===== src/rtl/tp_main.sv =====
// TP main datapath toy top: frames metadata-delimited events, stamps headers with a
// sequence number and footers with the data-word count, and drops unframed words.
module tp_main #(
  parameter int W     = 65,
  parameter int SEQ_W = 16,
  parameter int CNT_W = 16
) (
  input  logic         clk,
  input  logic         rst,
  input  logic [W-1:0] din,
  input  logic         din_valid,
  output logic [W-1:0] dout,
  output logic         dout_valid
);

  typedef enum logic {IDLE, IN_EVT} state_t;

  localparam int SEQ_LSB = 32;
  localparam logic [SEQ_W-1:0] SEQ_ONE = SEQ_W'(1);
  localparam logic [CNT_W-1:0] CNT_ONE = CNT_W'(1);
  localparam logic [CNT_W-1:0] CNT_MAX = '1;

  logic [W-1:0]     r_s1Word;
  logic             r_s1Valid;
  state_t           r_state;
  logic [SEQ_W-1:0] r_seq;
  logic [CNT_W-1:0] r_cnt;

  logic             w_isHeader;
  logic             w_isFooter;
  logic             w_isData;
  logic [W-1:0]     w_headerWord;
  logic [W-1:0]     w_footerWord;

  always_ff @(posedge clk or posedge rst) begin
    if (rst) begin
      r_s1Word  <= '0;
      r_s1Valid <= 1'b0;
    end else begin
      r_s1Word  <= din;
      r_s1Valid <= din_valid;
    end
  end

  always_comb begin
    w_isData     = ~r_s1Word[W-1];
    w_isHeader   = r_s1Word[W-1] & r_s1Word[W-2];
    w_isFooter   = r_s1Word[W-1] & ~r_s1Word[W-2];
    w_headerWord = r_s1Word;
    w_headerWord[SEQ_LSB +: SEQ_W] = r_seq;
    w_footerWord = r_s1Word;
    w_footerWord[CNT_W-1:0] = r_cnt;
  end

  // Idle stage-2 slots leave FSM, counters and dout untouched; only dout_valid drops.
  always_ff @(posedge clk or posedge rst) begin
    if (rst) begin
      r_state    <= IDLE;
      r_seq      <= '0;
      r_cnt      <= '0;
      dout       <= '0;
      dout_valid <= 1'b0;
    end else begin
      dout_valid <= 1'b0;
      if (r_s1Valid) begin
        if (w_isHeader) begin
          dout       <= w_headerWord;
          dout_valid <= 1'b1;
          r_seq      <= r_seq + SEQ_ONE;
          r_cnt      <= '0;
          r_state    <= IN_EVT;
        end else if (r_state == IN_EVT) begin
          if (w_isData) begin
            dout       <= r_s1Word;
            dout_valid <= 1'b1;
            if (r_cnt != CNT_MAX) begin
              r_cnt <= r_cnt + CNT_ONE;
            end
          end else if (w_isFooter) begin
            dout       <= w_footerWord;
            dout_valid <= 1'b1;
            r_state    <= IDLE;
          end
        end
      end
    end
  end

endmodule


===== config.mk =====
export PLATFORM = sky130hd
export DESIGN_NAME = tp_main
export DESIGN_NICKNAME = d
export VERILOG_FILES = /design/src/rtl/tp_main.sv
export SDC_FILE = /design/constraint.sdc
export NUM_CORES = 1
export LEC_CHECK = 0
export CAP_MARGIN = 20
export CORE_ASPECT_RATIO = 0.75
export CORE_MARGIN = 1.5
export CORE_UTILIZATION = 45
export CTS_BUF_LIST = sky130_fd_sc_hd__clkbuf_4 sky130_fd_sc_hd__clkbuf_8
export CTS_CLUSTER_DIAMETER = 120
export DETAILED_ROUTE_END_ITERATION = 8
export PLACE_DENSITY_LB_ADDON = 0.12
export SLEW_MARGIN = 20
export SYNTH_ARGS = -nofsm -noshare
export SYNTH_HDL_FRONTEND = slang
export SYNTH_SLANG_ARGS = --single-unit

===== constraint.sdc =====
create_clock -name clk -period 12.1 [get_ports clk]
set_input_delay 2.42 -clock clk [delete_from_list [all_inputs] [get_ports clk]]
set_output_delay 2.42 -clock clk [all_outputs]
set_load 0.02 [all_outputs]

==> flow_results.xml <==
<?xml version="1.0" encoding="UTF-8"?>
<metrics>
  <group name="grt">
    <metric name="gr-usage-all-layers" unit="%">18.52</metric>
    <metric name="grt_start_max_net_pins" unit="">97</metric>
    <metric name="first_global_vias" unit="">3940</metric>
    <metric name="grt_antenna_before_repair" unit="">0</metric>
    <metric name="grt_pass1_wl" unit="um">20640</metric>
    <metric name="grt.overflow.total" unit="">0</metric>
  </group>
  <group name="floorplan">
    <metric name="coreArea" unit="sq um">13200</metric>
    <metric name="initial_core_util" unit="%">46.92</metric>
    <metric name="design.portCount" unit="">134</metric>
    <metric name="die_height" unit="um">104.6</metric>
    <metric name="num_rows" unit="">36</metric>
    <metric name="floorplan.die_area" unit="sq um">14480</metric>
    <metric name="die_w" unit="um">138.5</metric>
  </group>
  <group name="sta">
    <metric name="achievable-frequency" unit="GHz">0.2548</metric>
    <metric name="grt_setup_unrepaired" unit="">no</metric>
    <metric name="maxSlewHeadroom" unit="%">43.09</metric>
    <metric name="final.setup.tns" unit="ns">0</metric>
    <metric name="number_of_max_slew_violations_in_the_final_report" unit="">0</metric>
    <metric name="tightest_slew" unit="ns">0.8536</metric>
    <metric name="finalWorstPathRequiredPeriod" unit="ns">3.925</metric>
    <metric name="setup_violations" unit="">0</metric>
    <metric name="final_hold_viols" unit="">0</metric>
    <metric name="final.period_utilization" unit="%">32.44</metric>
    <metric name="skew" unit="ns">0.008912</metric>
  </group>
  <group name="synthesis">
    <metric name="synth.area.top_cells" unit="">dfrtp_1 67%, mux2_2 6.0%, mux2i_1 5.7%</metric>
    <metric name="synth_async_sr_flop_share" unit="%">100.0</metric>
    <metric name="mappedNetlistNets" unit="">537</metric>
    <metric name="synth.top_cell.area_share" unit="%">66.68</metric>
    <metric name="synth_enable_flop_cells" unit="">0</metric>
    <metric name="post-synth-top-area-cell" unit="">dfrtp_1</metric>
    <metric name="netlist_top_cells_count" unit="">165 x dfrtp_1, 57 x nand2_1, 36 x o21ai_0</metric>
    <metric name="synth-main-ff-cell" unit="">dfrtp_1</metric>
    <metric name="ys_warn_count" unit="">0</metric>
    <metric name="synth.most_common_cell" unit="">dfrtp_1</metric>
    <metric name="ys_ff_latch" unit="">165</metric>
    <metric name="synth_sequential_area_ratio" unit="%">66.68</metric>
    <metric name="yosysUniqueCellTypes" unit="">49</metric>
    <metric name="synthCells" unit="">467</metric>
    <metric name="post_synthesis_average_cell_area" unit="sq um">13.26</metric>
    <metric name="post_synthesis_instance_area" unit="sq um">6192</metric>
  </group>
  <group name="place">
    <metric name="globalplace.congestion" unit="">0.8283</metric>
    <metric name="half_perimeter_wire_length_after_detailed_placement" unit="um">8415</metric>
    <metric name="port_buffers" unit="">133</metric>
  </group>
  <group name="critical_path">
    <metric name="worst-r2r-cell-count" unit="">4</metric>
    <metric name="crit_fanout" unit="">96</metric>
    <metric name="r2r_slack" unit="ns">9.45</metric>
    <metric name="critical_path_start" unit="">rst</metric>
    <metric name="worst_ep_arrival_time" unit="ns">4.40</metric>
    <metric name="crit_path_end" unit="">r_s1Word[55]</metric>
    <metric name="critical_path.reg2reg.endpoint" unit="">dout[62]</metric>
    <metric name="cp-start-kind" unit="">input port</metric>
    <metric name="worst_r2r_startpoint" unit="">r_s1Word[64]</metric>
    <metric name="critPathKind" unit="">input port to asynchronous set/reset pin</metric>
    <metric name="required" unit="ns">12.58</metric>
    <metric name="cp_endpoint_kind" unit="">asynchronous set/reset pin</metric>
  </group>
  <group name="clock_tree">
    <metric name="tritoncts" unit="">yes</metric>
    <metric name="cts.sinks" unit="">165</metric>
    <metric name="cts_buffer_depth" unit="">2</metric>
    <metric name="cts_post_setup_buffers_inserted" unit="">0</metric>
    <metric name="cts_htree_levels" unit="">4</metric>
    <metric name="clock_insertion_delay_worst_skew" unit="ns">0.45</metric>
    <metric name="clock_tree.root_cell" unit="">clkbuf_8</metric>
    <metric name="hold_buffers" unit="">0</metric>
    <metric name="numCtsBuffers" unit="">17</metric>
    <metric name="clkSlewWorstSetupHoldPaths" unit="ns">0.08</metric>
    <metric name="cts_resized" unit="">0</metric>
  </group>
  <group name="layout">
    <metric name="final-seq-area" unit="sq um">4129</metric>
    <metric name="layout_cell_share_with_drive_strength_beyond_1" unit="%">13.70</metric>
    <metric name="antenna_cells_inserted" unit="">0</metric>
    <metric name="utilization" unit="%">61.62</metric>
    <metric name="design.final.nets" unit="">670</metric>
    <metric name="area_growth_syn_to_layout" unit="%">31.34</metric>
    <metric name="n_fill_cell" unit="">1027</metric>
    <metric name="total_area_of_multi_input_combinational_cells" unit="sq um">1934</metric>
  </group>
  <group name="power_and_ir_drop">
    <metric name="p_sw" unit="uW">373.0</metric>
    <metric name="leakagePower" unit="uW">0.003552</metric>
    <metric name="vdd_drop_max" unit="uV">118.4</metric>
    <metric name="pwr-share-seq" unit="%">48.0</metric>
    <metric name="internal_power" unit="uW">1013</metric>
    <metric name="p_clk_share" unit="%">32.2</metric>
    <metric name="switching_part_of_the_total" unit="%">26.92</metric>
    <metric name="powerDensity" unit="nW/um^2">170.4</metric>
    <metric name="comb_power_share" unit="%">19.8</metric>
  </group>
  <group name="worst_hold_path">
    <metric name="hold_path.startpoint" unit="">r_seq[2]</metric>
    <metric name="min_delay_path_depth" unit="">1</metric>
    <metric name="worstHoldPathType" unit="">register to register</metric>
  </group>
  <group name="flow_run">
    <metric name="number_of_maximum_capacitance_constraint_violations" unit="">0</metric>
  </group>
  <group name="routing">
    <metric name="avgViaCountPerCell" unit="">5.056</metric>
    <metric name="wire_per_inst" unit="um">16.16</metric>
    <metric name="drt.antenna.violating_nets" unit="">0</metric>
    <metric name="drtIter0Drc" unit="">225</metric>
    <metric name="drt_wl_total" unit="um">12670</metric>
    <metric name="num_vias" unit="">3964</metric>
    <metric name="drcViolationCount" unit="">0</metric>
    <metric name="drtPass1Iterations" unit="">4</metric>
  </group>
  <group name="status">
    <metric name="outcome" unit="">finished clean</metric>
  </group>
</metrics>
final cells by class:
| type | count | share of cell area, % |
|---|---|---|
| tap | 171 | 2.631 |
| multi-input combinational | 269 | 23.78 |
| clock inverter | 8 | 1.769 |
| clock buffer | 24 | 3.831 |
| inverter | 11 | 0.5692 |
| timing repair buffer | 136 | 16.65 |
| sequential | 165 | 50.77 |
per-stage QoR:
step | cell area, sq um | worst slack [ns] | instances | hold WS [ns] | total power [uW]
6_report | 8133 | 8.175 | 784 | 0.4715 | 1386
5_1_grt | 8133 | 7.869 | 784 | 0.4935 | 1453
4_1_cts | 8128 | 8.091 | 784 | 0.4758 | 1401
3_5_place_dp | 7672 | 7.595 | 752 | 0.4597 | 953.9
3_3_place_gp | 7672 | 7.649 | 752 | 0.4525 | 946.1
2_1_floorplan | 6192 | 5.218 | 467 | 0.4379 | 807.1
logic make-up (layout without fill, tap and decap cells):
group / after synthesis / in the layout / synth area share [%]
buf+inv: 33 / 179 / 2.384
compound gates: 73 / 73 / 7.436
flops: 165 / 165 / 66.68
xor+xnor: 15 / 15 / 2.122
fa+ha+maj: 2 / 2 / 0.4041
mux: 68 / 68 / 11.66
simple gates: 111 / 111 / 9.315
cell usage in the layout, fill, tap and decap left out, drive strengths merged, types with 2 or more instances in the layout:
master | netlist | layout
o2111ai | 2 | 2
and3 | 6 | 6
o2bb2ai | 2 | 2
nand3 | 9 | 9
or4 | 4 | 4
nor4 | 3 | 3
o21ai | 39 | 39
ha | 2 | 2
nor3 | 3 | 3
clkinv | 0 | 3
and4 | 2 | 2
clkdlybuf4s50 | 0 | 133
and2 | 3 | 3
nand2 | 57 | 57
o21a | 2 | 2
nand4 | 7 | 7
or3 | 6 | 6
xor2 | 3 | 3
mux2i | 35 | 35
a21oi | 8 | 8
nor2 | 6 | 6
mux2 | 33 | 33
inv | 11 | 12
bufinv | 0 | 4
xnor2 | 12 | 12
clkbuf | 7 | 24
buf | 15 | 3
or2 | 3 | 3
o211ai | 11 | 11
dfrtp | 165 | 165
state kept, by name (all words and copies together) (netlist names), named ones only:
signal      cells
dout           65
r_s1Word       65
r_cnt          16
r_seq          16
dout_valid      1
r_s1Valid       1
power by group through the flow:
stage	Clock, uW	Combinational, uW	Sequential (uW)
after global routing	480	297	676
after global placement	0	272	674
after floorplan	0	86.1	721
final	446	274	666
after CTS	455	279	667
after detailed placement	0	278	676
per-layer routing:
metal	track usage, %	up-vias	part of all wire, %
met5	0	-	0
met4	6.842	0	1.0
met3	7.195	12	8.0
met2	26.19	129	43
met1	25.90	1927	48
li1	-	1896	-
critical path: stages:
cell and delay, ns:
clkdlybuf4s50_1 0.47, inv_6 0.60, buf_4 0.79
worst min path at each step:
stage / slack, ns / to
3_5_place_dp: 0.46 / r_seq[2]
3_3_place_gp: 0.45 / r_seq[2]
5_1_grt: 0.49 / r_seq[15]
4_1_cts: 0.48 / r_seq[2]
6_report: 0.47 / r_seq[2]
2_1_floorplan: 0.44 / r_seq[2]
(Power assumes the default switching activity.)
